`src/rtl/regfile_wb_arbiter_pkg.sv`:
```
// Shared constants and types for the register-file writeback path.
package regfile_pkg;

  localparam int XLEN       = 64;
  localparam int REG_ADDR_W = 5;
  localparam int NUM_REGS   = 32;

  // Writeback requester index assignment
  typedef enum logic [1:0] {
    WB_ALU = 2'd0,
    WB_LSU = 2'd1,
    WB_CSR = 2'd2
  } wb_src_e;

  typedef struct packed {
    logic [REG_ADDR_W-1:0] addr;
    logic [XLEN-1:0]       data;
  } wb_req_t;

endpackage

```
`src/rtl/regfile_wb_arbiter_if.sv`:
```
// Writeback request bus: per-source valid/ready handshake with packed addr/data.
interface regfile_wb_arbiter_if
  import regfile_pkg::*;
#(
  parameter int N  = 3,
  parameter int XW = XLEN,
  parameter int AW = REG_ADDR_W
);

  logic [N-1:0]    src_valid;
  logic [N-1:0]    src_ready;
  logic [N*AW-1:0] src_addr;
  logic [N*XW-1:0] src_data;

  modport master (output src_valid, output src_addr, output src_data, input src_ready);
  modport slave  (input src_valid, input src_addr, input src_data, output src_ready);

endinterface

```
`src/rtl/regfile_wb_arbiter_rr_arbiter.sv`:
```
// Round-robin arbiter: grants the first request at or after the pointer,
// pointer moves past the winner whenever a grant is taken.
module rr_arbiter #(
  parameter int N = 3,
  localparam int IW = (N > 1) ? $clog2(N) : 1
) (
  input  logic          clk,
  input  logic          rst,
  input  logic [N-1:0]  req,
  input  logic          advance,
  input  logic          clear,
  output logic [N-1:0]  gnt,
  output logic [IW-1:0] gnt_idx
);

  logic [IW-1:0] ptr;

  // Cyclic priority search starting at the pointer
  always_comb begin
    logic          found;
    logic [IW-1:0] idx;
    gnt     = '0;
    gnt_idx = '0;
    found   = 1'b0;
    idx     = '0;
    for (int off = 0; off < N; off++) begin
      idx = IW'((int'(ptr) + off) % N);
      if (!found && req[idx]) begin
        found        = 1'b1;
        gnt[idx]     = 1'b1;
        gnt_idx      = idx;
      end
    end
  end

  // Pointer update: one past the winner on a taken grant, zero on clear
  always_ff @(posedge clk or negedge rst) begin
    if (!rst) begin
      ptr <= '0;
    end else if (clear) begin
      ptr <= '0;
    end else if (advance) begin
      ptr <= (gnt_idx == IW'(N - 1)) ? '0 : gnt_idx + 1'b1;
    end
  end

endmodule

```
`src/rtl/regfile_wb_arbiter.sv`:
```
// Shares the register-file write port among writeback sources, registers the
// winning write, and keeps a per-register pending-write scoreboard.
module regfile_wb_arbiter #(
  parameter int NUM_SRC    = 3,
  parameter int XLEN       = 64,
  parameter int REG_ADDR_W = 5,
  localparam int IDX_W     = (NUM_SRC > 1) ? $clog2(NUM_SRC) : 1
) (
  input  logic                          clk,
  input  logic                          rst,
  input  logic                          flush,
  regfile_wb_arbiter_if.slave           wb,
  output logic                          rf_we,
  output logic [REG_ADDR_W-1:0]         rf_wr_addr,
  output logic [XLEN-1:0]               rf_wr_data,
  input  logic                          issue_valid,
  input  logic [REG_ADDR_W-1:0]         issue_addr,
  output logic [regfile_pkg::NUM_REGS-1:0] busy,
  output logic                          issue_err
);

  import regfile_pkg::*;

  logic [NUM_SRC-1:0]    req;
  logic [NUM_SRC-1:0]    gnt;
  logic [IDX_W-1:0]      gnt_idx;
  logic                  xfer;
  logic [REG_ADDR_W-1:0] sel_addr;
  logic [XLEN-1:0]       sel_data;
  logic                  issue_hit;
  logic                  clr_same;
  logic [NUM_REGS-1:0]   busy_nxt;

  // Nothing is granted while flushing, and ready is held low in reset
  assign req          = wb.src_valid & {NUM_SRC{~flush}};
  assign wb.src_ready = rst ? gnt : '0;
  assign xfer         = |(wb.src_valid & wb.src_ready);

  rr_arbiter #(.N(NUM_SRC)) u_rr (
    .clk     (clk),
    .rst     (rst),
    .req     (req),
    .advance (xfer),
    .clear   (flush),
    .gnt     (gnt),
    .gnt_idx (gnt_idx)
  );

  // Mux out the winning source's destination and data
  always_comb begin
    sel_addr = wb.src_addr[gnt_idx*REG_ADDR_W +: REG_ADDR_W];
    sel_data = wb.src_data[gnt_idx*XLEN +: XLEN];
  end

  // Registered write port; x0 writes are accepted but never assert we
  always_ff @(posedge clk or negedge rst) begin
    if (!rst) begin
      rf_we      <= 1'b0;
      rf_wr_addr <= '0;
      rf_wr_data <= '0;
    end else if (flush) begin
      rf_we <= 1'b0;
    end else begin
      rf_we <= xfer && (sel_addr != '0);
      if (xfer) begin
        rf_wr_addr <= sel_addr;
        rf_wr_data <= sel_data;
      end
    end
  end

  assign issue_hit = issue_valid && (issue_addr != '0);
  assign clr_same  = rf_we && (rf_wr_addr == issue_addr);

  // Scoreboard next state: clear on commit, set on issue (set wins), flush wipes all
  always_comb begin
    busy_nxt = busy;
    if (rf_we) busy_nxt[rf_wr_addr] = 1'b0;
    if (issue_hit) busy_nxt[issue_addr] = 1'b1;
    if (flush) busy_nxt = '0;
    busy_nxt[0] = 1'b0;
  end

  // Scoreboard register
  always_ff @(posedge clk or negedge rst) begin
    if (!rst) busy <= '0;
    else      busy <= busy_nxt;
  end

  // Sticky flag for a second producer issued to a still-pending register
  always_ff @(posedge clk or negedge rst) begin
    if (!rst) begin
      issue_err <= 1'b0;
    end else if (issue_hit && busy[issue_addr] && !clr_same) begin
      issue_err <= 1'b1;
    end
  end

endmodule

```
`src/flat_wrapper.sv`:
```
// flat-port wrapper written by rule: the top's interface ports become plain ports
module regfile_wb_arbiter_flat import regfile_pkg::*;
#(
  parameter int NUM_SRC    = 3,
  parameter int XLEN       = 64,
  parameter int REG_ADDR_W = 5,
  localparam int IDX_W     = (NUM_SRC > 1) ? $clog2(NUM_SRC) : 1
)
  (clk, rst, flush, rf_we, rf_wr_addr, rf_wr_data, issue_valid, issue_addr, busy, issue_err, wb_src_valid, wb_src_addr, wb_src_data, wb_src_ready);
  regfile_wb_arbiter_if wb_i ();
  input  logic clk;
  input  logic rst;
  input  logic flush;
  output logic rf_we;
  output logic [REG_ADDR_W-1:0] rf_wr_addr;
  output logic [XLEN-1:0] rf_wr_data;
  input  logic issue_valid;
  input  logic [REG_ADDR_W-1:0] issue_addr;
  output logic [regfile_pkg::NUM_REGS-1:0] busy;
  output logic issue_err;
  input wire logic [$bits(wb_i.src_valid)-1:0] wb_src_valid;
  input wire logic [$bits(wb_i.src_addr)-1:0] wb_src_addr;
  input wire logic [$bits(wb_i.src_data)-1:0] wb_src_data;
  output wire logic [$bits(wb_i.src_ready)-1:0] wb_src_ready;
  assign wb_i.src_valid = wb_src_valid;
  assign wb_i.src_addr = wb_src_addr;
  assign wb_i.src_data = wb_src_data;
  assign wb_src_ready = wb_i.src_ready;
  regfile_wb_arbiter #(.NUM_SRC(NUM_SRC), .XLEN(XLEN), .REG_ADDR_W(REG_ADDR_W)) u_core (.clk(clk), .rst(rst), .flush(flush), .wb(wb_i), .rf_we(rf_we), .rf_wr_addr(rf_wr_addr), .rf_wr_data(rf_wr_data), .issue_valid(issue_valid), .issue_addr(issue_addr), .busy(busy), .issue_err(issue_err));
endmodule
```
`config.mk`:
```
export PLATFORM = sky130hd
export DESIGN_NAME = regfile_wb_arbiter_flat
export DESIGN_NICKNAME = d
export VERILOG_FILES = /design/src/rtl/regfile_wb_arbiter_pkg.sv /design/src/rtl/regfile_wb_arbiter_if.sv /design/src/rtl/regfile_wb_arbiter_rr_arbiter.sv /design/src/rtl/regfile_wb_arbiter.sv /design/src/flat_wrapper.sv
export SDC_FILE = /design/constraint.sdc
export NUM_CORES = 1
export LEC_CHECK = 0
export CORE_ASPECT_RATIO = 1.1
export CORE_MARGIN = 2
export CORE_UTILIZATION = 45
export CTS_CLUSTER_SIZE = 16
export DETAILED_ROUTE_END_ITERATION = 8
export GPL_ROUTABILITY_DRIVEN = 0
export HOLD_SLACK_MARGIN = 0.15
export PLACE_DENSITY = 0.87
export SYNTH_ARGS = -nofsm -noshare
export SYNTH_HDL_FRONTEND = slang
export SYNTH_SLANG_ARGS = --single-unit
export TNS_END_PERCENT = 1
```
`constraint.sdc`:
```
create_clock -name clk -period 8.7 [get_ports clk]
set_clock_uncertainty 0.1 [all_clocks]
set_input_delay 1.74 -clock clk [delete_from_list [all_inputs] [get_ports clk]]
set_output_delay 1.74 -clock clk [all_outputs]
set_load 0.05 [all_outputs]
```
==> impl_metrics.sql, run 1 <==
INSERT INTO impl_metrics (metric_group, metric, value, unit) VALUES
('outcome', 'run_status', 'finished, final reports clean', ''),
('setup_path', 'timing.critical_path.from_type', 'primary input', ''),
('floorplanning', 'core_area', '0.0150', 'mm^2'),
('timing', 'slew_violations', '0', ''),
('setup_path', 'setup.worst_path.class', 'in -> out', ''),
('clock_tree', 'clkSlewWorstSetupHoldPaths', '70', 'ps'),
('setup_path', 'crit_path_top_delay_cell', 'sky130_fd_sc_hd__clkdlybuf4s50_1', ''),
('grt', 'globalRoute.totalOverflow', '0', ''),
('power', 'reported_leakage_power', '4.18', 'nW'),
('floorplanning', 'die_w', '122', 'um'),
('setup_path', 'slowest_delay', '820', 'ps'),
('setup_path', 'most_repeated_library_cell_on_the_critical_path', 'sky130_fd_sc_hd__clkdlybuf4s50_1', ''),
('timing', 'finalWorstPathRequiredPeriod', '6050', 'ps'),
('floorplanning', 'core.rowCount', '47', ''),
('setup_path', 'regToRegStartpoint', 'u_core.u_rr.ptr[0]', ''),
('setup_path', 'cp-end-kind', 'output port', ''),
('floorplanning', 'ios', '325', ''),
('floorplanning', 'die_area', '0.0162', 'mm^2'),
('grt', 'gr-usage-all-layers', '27.2', '%'),
('drt', 'routedWlPerCell', '20.9', 'um'),
('timing', 'timing.final.setup_violations', '0', ''),
('setup_path', 'required', '6860', 'ps'),
('grt', 'grt_pass1_vias', '6075', ''),
('drt', 'final_antenna_net_count', '0', ''),
('logic_synthesis', 'number_of_enable_flip_flop_cells_after_synthesis', '0', ''),
('clock_tree', 'worst_skew_pair.late_latency', '340', 'ps'),
('clock_tree', 'cts-hold-fix-buffers', '0', ''),
('timing', 'fin_setup_tns', '0', 'ps'),
('flow_run', 'drv_cap', '0', ''),
('finish', 'finalNetCount', '1089', ''),
('grt', 'grt_pass1_wl', '33600', 'um'),
('clock_tree', 'cts_repair_resize_count', '0', ''),
('drt', 'drt_iter0_markers', '536', ''),
('finish', 'syn2layout_area_growth', '51.4', '%'),
('clock_tree', 'cts_htree_levels', '3', ''),
('timing', 'grt_setup_unrepaired', 'no', ''),
('finish', 'seqCellArea', '0.00260', 'mm^2'),
('logic_synthesis', 'synthDistinctLibCells', '55', ''),
('setup_path', 'cp_data_arrival_time', '4210', 'ps'),
('drt', 'vias', '5839', ''),
('clock_tree', 'tritoncts', 'built', ''),
('setup_path', 'worstPathCellList', 'clkdlybuf4s50_1 > nand2b_1 > nor4b_1 > or3_1 > nand2_1 > a21oi_1 > clkdlybuf4s50_1', ''),
('logic_synthesis', 'flop_and_latch_count_out_of_synthesis', '104', ''),
('grt', 'gr-usage-met2', '46.2', '%'),
('timing', 'timing_hold_violations_final', '0', ''),
('logic_synthesis', 'synth-warning-count', '0', ''),
('timing', 'post-route-period-util', '69.6', '%'),
('finish', 'finalNonFillerCells', '1068', ''),
('drt', 'detail_route.vias_per_cell', '5.47', ''),
('finish', 'final_common_cell', 'sky130_fd_sc_hd__clkdlybuf4s50_1', ''),
('floorplanning', 'die_h', '133', 'um'),
('place', 'dp_cells', '1051', ''),
('finish', 'layout.cells.most_common_list', '322 x sky130_fd_sc_hd__clkdlybuf4s50_1, 138 x sky130_fd_sc_hd__mux2_2, 104 x sky130_fd_sc_hd__dfrtp_1', ''),
('power', 'power.density', '279', 'mW/mm^2'),
('grt', 'grt.busiest_layer', 'met2', ''),
('setup_path', 'timing.critical_path.buf_inv', '2', ''),
('logic_synthesis', 'synth.yosys.seq_area_share', '38.0', '%'),
('clock_tree', 'cts.sinks', '104', ''),
('clock_tree', 'cts-root-buf', 'sky130_fd_sc_hd__clkbuf_16', ''),
('place', 'post-dp-hpwl', '16900', 'um'),
('drt', 'wirelength', '22300', 'um'),
('clock_tree', 'cts_setup_buffers', '0', ''),
('drt', 'drc', '0', ''),
('clock_tree', 'cts_max_path_buffers', '2', ''),
('grt', 'antenna_found_initial', '3', ''),
('clock_tree', 'cts_inserted_buffers', '9', ''),
('grt', 'grt_max_degree', '72', ''),
('power', 'vdd_ir_drop_max', '0.000215', 'V'),
('min_path', 'min_path_cells', '1', ''),
('min_path', 'min-delay-start', 'u_core.issue_err', ''),
('logic_synthesis', 'syn-mean-instance-area', '12.1', 'um^2');
-- metal layers --
| metal | wire, um | share of wire, % |
|---|---|---|
| met1 | 8510 | 38 |
| met2 | 11200 | 50 |
| met3 | 2110 | 9.5 |
| met4 | 470 | 2.1 |
| met5 | 22 | 0.099 |
-- worst max-delay path by stage --
stage / from / end / slack (ps) / cells past startpoint
after floorplan: wb_src_valid[1] / wb_src_ready[1] / 3570 / 6
after global placement: wb_src_valid[1] / wb_src_ready[0] / 2710 / 6
after detailed placement: wb_src_valid[1] / wb_src_ready[1] / 2670 / 7
after CTS: wb_src_valid[1] / wb_src_ready[1] / 2660 / 7
after global routing: wb_src_valid[1] / wb_src_ready[1] / 2500 / 7
final: wb_src_valid[0] / wb_src_ready[1] / 2650 / 7
-- registers in the layout, indices dropped and copies added, names as in the netlist --
name               flops
u_core.rf_wr_data     64
u_core.busy           31
u_core.rf_wr_addr      5
u_core.u_rr.ptr        2
u_core.issue_err       1
u_core.rf_we           1
-- report_power, final --
part	leakage [nW]	switching [mW]	internal, mW
registers	1.30	0.139	0.654
clock network	0.141	0.197	0.202
logic	2.73	0.954	0.744
total	4.18	1.29	1.60
-- per-stage QoR --
stage / util [%] / worst slack [ps] / power, mW / cell area [um^2] / hold slack, ps
after floorplan: - / 3570 / 1.93 / 6860 / 455
after global placement: 67.3 / 2710 / 2.47 / 10100 / 352
after detailed placement: 67.3 / 2670 / 2.49 / 10100 / 367
after CTS: 69.2 / 2660 / 2.90 / 10400 / 381
after global routing: 69.2 / 2500 / 3.00 / 10400 / 415
final: 69.2 / 2650 / 2.89 / 10400 / 376
-- synth_stat cells, types with 2 or more instances --
| library cell | count | area [um^2] |
|---|---|---|
| sky130_fd_sc_hd__mux2i_1 | 3 | 30.0 |
| sky130_fd_sc_hd__nand3b_1 | 6 | 45.0 |
| sky130_fd_sc_hd__mux4_2 | 7 | 158 |
| sky130_fd_sc_hd__buf_12 | 7 | 140 |
| sky130_fd_sc_hd__nor4_1 | 6 | 37.5 |
| sky130_fd_sc_hd__a21oi_1 | 35 | 175 |
| sky130_fd_sc_hd__nand3_1 | 5 | 25.0 |
| sky130_fd_sc_hd__dfrtp_1 | 104 | 2600 |
| sky130_fd_sc_hd__nor2_1 | 10 | 37.5 |
| sky130_fd_sc_hd__nor3_1 | 2 | 10.0 |
| sky130_fd_sc_hd__a22oi_1 | 4 | 30.0 |
| sky130_fd_sc_hd__inv_1 | 3 | 11.3 |
| sky130_fd_sc_hd__ha_1 | 4 | 50.1 |
| sky130_fd_sc_hd__mux2_2 | 138 | 1550 |
| sky130_fd_sc_hd__or3b_2 | 3 | 26.3 |
| sky130_fd_sc_hd__a211oi_1 | 2 | 15.0 |
| sky130_fd_sc_hd__or3_1 | 2 | 12.5 |
| sky130_fd_sc_hd__nor3b_1 | 4 | 30.0 |
| sky130_fd_sc_hd__xor2_1 | 4 | 35.0 |
| sky130_fd_sc_hd__buf_6 | 2 | 22.5 |
| sky130_fd_sc_hd__nand2_1 | 44 | 165 |
| sky130_fd_sc_hd__buf_2 | 9 | 45.0 |
| sky130_fd_sc_hd__and3_1 | 3 | 18.8 |
| sky130_fd_sc_hd__nand2b_1 | 5 | 31.3 |
| sky130_fd_sc_hd__nor2b_1 | 2 | 12.5 |
| sky130_fd_sc_hd__and3b_1 | 3 | 26.3 |
| sky130_fd_sc_hd__o21ai_0 | 33 | 165 |
| sky130_fd_sc_hd__o21a_1 | 3 | 22.5 |
| sky130_fd_sc_hd__clkbuf_1 | 22 | 82.6 |
| sky130_fd_sc_hd__mux2_4 | 68 | 1020 |
-- cells by family after synthesis --
| logic type | synth area share, % |
|---|---|
| XOR/XNOR | 0.639 |
| other | 0.0547 |
| flip-flops | 38.0 |
| AND/OR/NAND/NOR | 7.76 |
| adder cells (fa/ha/maj) | 0.730 |
| buffers and inverters | 4.56 |
| AO/OA/AOI/OAI | 7.83 |
| multiplexers | 40.5 |
-- final cells by class --
cell class	count	area share (%)
diodes	1	0.0241
well taps	196	2.36
clock inverters	6	0.555
clock buffers	10	2.21
inverters	4	0.145
repair buffers	328	31.5
flip-flops and latches	104	25.1
multi-input cells	419	38.1
No activity file was read; power rests on OpenSTA's default activity.
==> run 2, diff against run 1 <==
Settings changed: CORE_UTILIZATION 45 to 42, PLACE_DENSITY 0.87 to 0.82.
Clock period 8.7 ns to 6.15 ns, I/O delays scaled along.
==> run 2 against run 1 <==
  * Combinational power increased by 41%
  * Via count decreased by 0.36%
  * Core utilization decreased by 3.3 points
  * Worst hold slack improved by 9.8 ps
  * Sequential share of layout area decreased by 0.18 points
  * Final area increased by 0.74%
  * Sequential power increased by 41%
  * Clock-buffer cell count decreased by 1
  * Largest cell class unchanged
==> impl_metrics.sql, run 2 (synthesis gave the netlist of run 1 again) <==
INSERT INTO impl_metrics (metric_group, metric, value, unit) VALUES
('outcome', 'run_status', 'finished, final reports clean', ''),
('setup_path', 'timing.critical_path.from_type', 'primary input', ''),
('clock_tree', 'cts-hold-fix-buffers', '0', ''),
('power', 'power.density', '394', 'mW/mm^2'),
('timing', 'fin_setup_tns', '0', 'ps'),
('place', 'post-dp-hpwl', '16400', 'um'),
('finish', 'regMostFlops', 'u_core.rf_wr_data', ''),
('setup_path', 'ff2ff_setup_slack', '2580', 'ps'),
('power', 'design_power_total', '4.12', 'mW'),
('grt', 'globalRoute.totalOverflow', '0', ''),
('finish', 'final_common_cell', 'sky130_fd_sc_hd__clkdlybuf4s50_1', ''),
('min_path', 'worst_hold_path.endpoint', 'u_core.issue_err', ''),
('timing', 'tightest_slew', '1080', 'ps'),
('timing', 'grt_setup_unrepaired', 'no', ''),
('grt', 'grt_pass1_vias', '6070', ''),
('finish', 'final_design_area_no_fill', '0.0105', 'mm^2'),
('timing', 'timing.final.setup_violations', '0', ''),
('floorplanning', 'ios', '325', ''),
('timing', 'post-route-period-util', '82.1', '%'),
('clock_tree', 'cts.sinks', '104', ''),
('drt', 'vias', '5818', ''),
('finish', 'layout-drive-gt1-share', '28.5', '%'),
('min_path', 'min_path_cells', '1', ''),
('grt', 'antenna_found_initial', '1', ''),
('clock_tree', 'cts-root-buf', 'sky130_fd_sc_hd__clkbuf_16', ''),
('timing', 'finalWorstPathRequiredPeriod', '5050', 'ps'),
('setup_path', 'worst_path_dominant_cell_family', 'buffers and inverters', ''),
('finish', 'fillerInstances', '1253', ''),
('clock_tree', 'clkSlewWorstSetupHoldPaths', '70', 'ps'),
('floorplanning', 'core_area', '0.0159', 'mm^2'),
('finish', 'largest_register_ff_count', '64', ''),
('setup_path', 'required', '4820', 'ps'),
('drt', 'wirelength', '21400', 'um'),
('finish', 'syn2layout_area_growth', '52.5', '%'),
('timing', 'max_freq', '0.198', 'GHz'),
('clock_tree', 'worst_skew_pair.late_latency', '350', 'ps'),
('min_path', 'min-delay-start', 'u_core.issue_err', ''),
('setup_path', 'worst-r2r-cell-count', '9', ''),
('clock_tree', 'cts_max_path_buffers', '2', ''),
('setup_path', 'crit_path_max_fanout', '10', ''),
('floorplanning', 'die_h', '138', 'um'),
('place', 'count_of_buffers_inserted_at_the_top_level_ports', '323', ''),
('setup_path', 'r2r_end', 'u_core.rf_wr_data[50]', ''),
('setup_path', 'worstPathCellList', 'clkdlybuf4s50_1 > nand2_2 > a2111oi_1 > o31ai_1 > a311oi_2 > clkdlybuf4s50_1', ''),
('setup_path', 'most_repeated_library_cell_on_the_critical_path', 'sky130_fd_sc_hd__clkdlybuf4s50_1', ''),
('setup_path', 'setup.worst_path.class', 'in -> out', ''),
('flow_run', 'drv_cap', '0', ''),
('drt', 'routedWlPerCell', '19.9', 'um'),
('clock_tree', 'cts_setup_buffers', '0', ''),
('grt', 'grt_pass1_wl', '32800', 'um'),
('min_path', 'hold_class', 'reg -> reg', ''),
('setup_path', 'slowest_delay', '860', 'ps'),
('drt', 'drt_first_pass_iters', '5', ''),
('clock_tree', 'tritoncts', 'built', ''),
('floorplanning', 'die_area', '0.0174', 'mm^2'),
('place', 'placedInstanceArea', '0.0101', 'mm^2'),
('timing', 'maxSlewHeadroom', '27.7', '%'),
('finish', 'layout.cells.most_common_list', '322 x sky130_fd_sc_hd__clkdlybuf4s50_1, 138 x sky130_fd_sc_hd__mux2_2, 104 x sky130_fd_sc_hd__dfrtp_1', ''),
('grt', 'grt_max_degree', '52', ''),
('drt', 'final_antenna_net_count', '0', ''),
('floorplanning', 'initial_core_utilization', '43.2', '%'),
('setup_path', 'regToRegStartpoint', 'u_core.u_rr.ptr[0]', ''),
('floorplanning', 'die_w', '126', 'um'),
('power', 'vdd_ir_drop_max', '0.000297', 'V'),
('finish', 'finalNetCount', '1093', ''),
('timing', 'slew_violations', '0', ''),
('setup_path', 'timing.critical_path.buf_inv', '2', ''),
('setup_path', 'cp-end-kind', 'output port', ''),
('clock_tree', 'cts_htree_levels', '3', ''),
('drt', 'detail_route.vias_per_cell', '5.41', ''),
('setup_path', 'cp_data_arrival_time', '3720', 'ps'),
('finish', 'n_antenna_cell', '0', ''),
('clock_tree', 'cts_inserted_buffers', '9', ''),
('finish', 'finalNonFillerCells', '1075', ''),
('setup_path', 'crit_path_top_delay_cell', 'sky130_fd_sc_hd__clkdlybuf4s50_1', ''),
('place', 'dp_cells', '1059', ''),
('timing', 'timing_hold_violations_final', '0', ''),
('floorplanning', 'core.rowCount', '48', ''),
('finish', 'top_regs', 'u_core.rf_wr_data: 64 flops, u_core.busy: 31 flops, u_core.rf_wr_addr: 5 flops', ''),
('power', 'reported_leakage_power', '4.20', 'nW'),
('drt', 'drt_iter0_markers', '379', ''),
('clock_tree', 'cts_repair_resize_count', '0', ''),
('grt', 'gr-usage-all-layers', '24.2', '%'),
('drt', 'drc', '0', '');
## run 2: cell count changes in the layout (fill, tap and decap cells not counted)
cell | previous run | this run
sky130_fd_sc_hd__clkinvlp_4 | 0 | 2
sky130_fd_sc_hd__buf_4 | 6 | 8
sky130_fd_sc_hd__buf_12 | 0 | 2
sky130_fd_sc_hd__bufinv_16 | 0 | 1
sky130_fd_sc_hd__inv_8 | 2 | 0
sky130_fd_sc_hd__clkbuf_1 | 1 | 0
sky130_fd_sc_hd__diode_2 | 1 | 0
## run 2: worst max path at each step
stage | startpoint | endpoint | cells after the start
after floorplan | wb_src_valid[1] | wb_src_ready[1] | 6
after global placement | wb_src_valid[1] | wb_src_ready[0] | 6
after detailed placement | wb_src_valid[1] | wb_src_ready[0] | 6
after CTS | wb_src_valid[1] | wb_src_ready[0] | 6
after global routing | wb_src_valid[1] | wb_src_ready[0] | 6
final | wb_src_valid[1] | wb_src_ready[0] | 6
## run 2: cell type report
type | instances | area, um^2 | share of cell area (%)
Tap cell | 200 | 250 | 2.39
Inverter | 4 | 15.0 | 0.144
Sequential cell | 104 | 2600 | 24.9
Timing Repair Buffer | 332 | 3320 | 31.8
Clock buffer | 9 | 225 | 2.15
Multi-Input combinational cell | 419 | 3960 | 37.9
Clock inverter | 7 | 80.1 | 0.766
## run 2: metrics by stage
step                utilization [%]  hold WS, ps  setup WS (ps)
detailed placement             64.0          371           1140
floorplan                         -          455           2040
global route                   65.9          410            933
finish                         65.9          386           1100
CTS                            65.9          390           1120
global placement               64.0          360           1160
## run 2: routing by layer
| metal | track usage (%) | up-vias | share of wire, % |
|---|---|---|---|
| met5 | 0 | - | 0.061 |
| li1 | - | 2676 | - |
| met1 | 28.8 | 2785 | 37 |
| met3 | 5.98 | 43 | 8.1 |
| met2 | 42.6 | 312 | 51 |
| met4 | 9.52 | 2 | 3.1 |
## run 2: where the power goes
group	switching (mW)	internal, mW
registers	0.198	0.926
clock network	0.272	0.320
logic	1.35	1.06
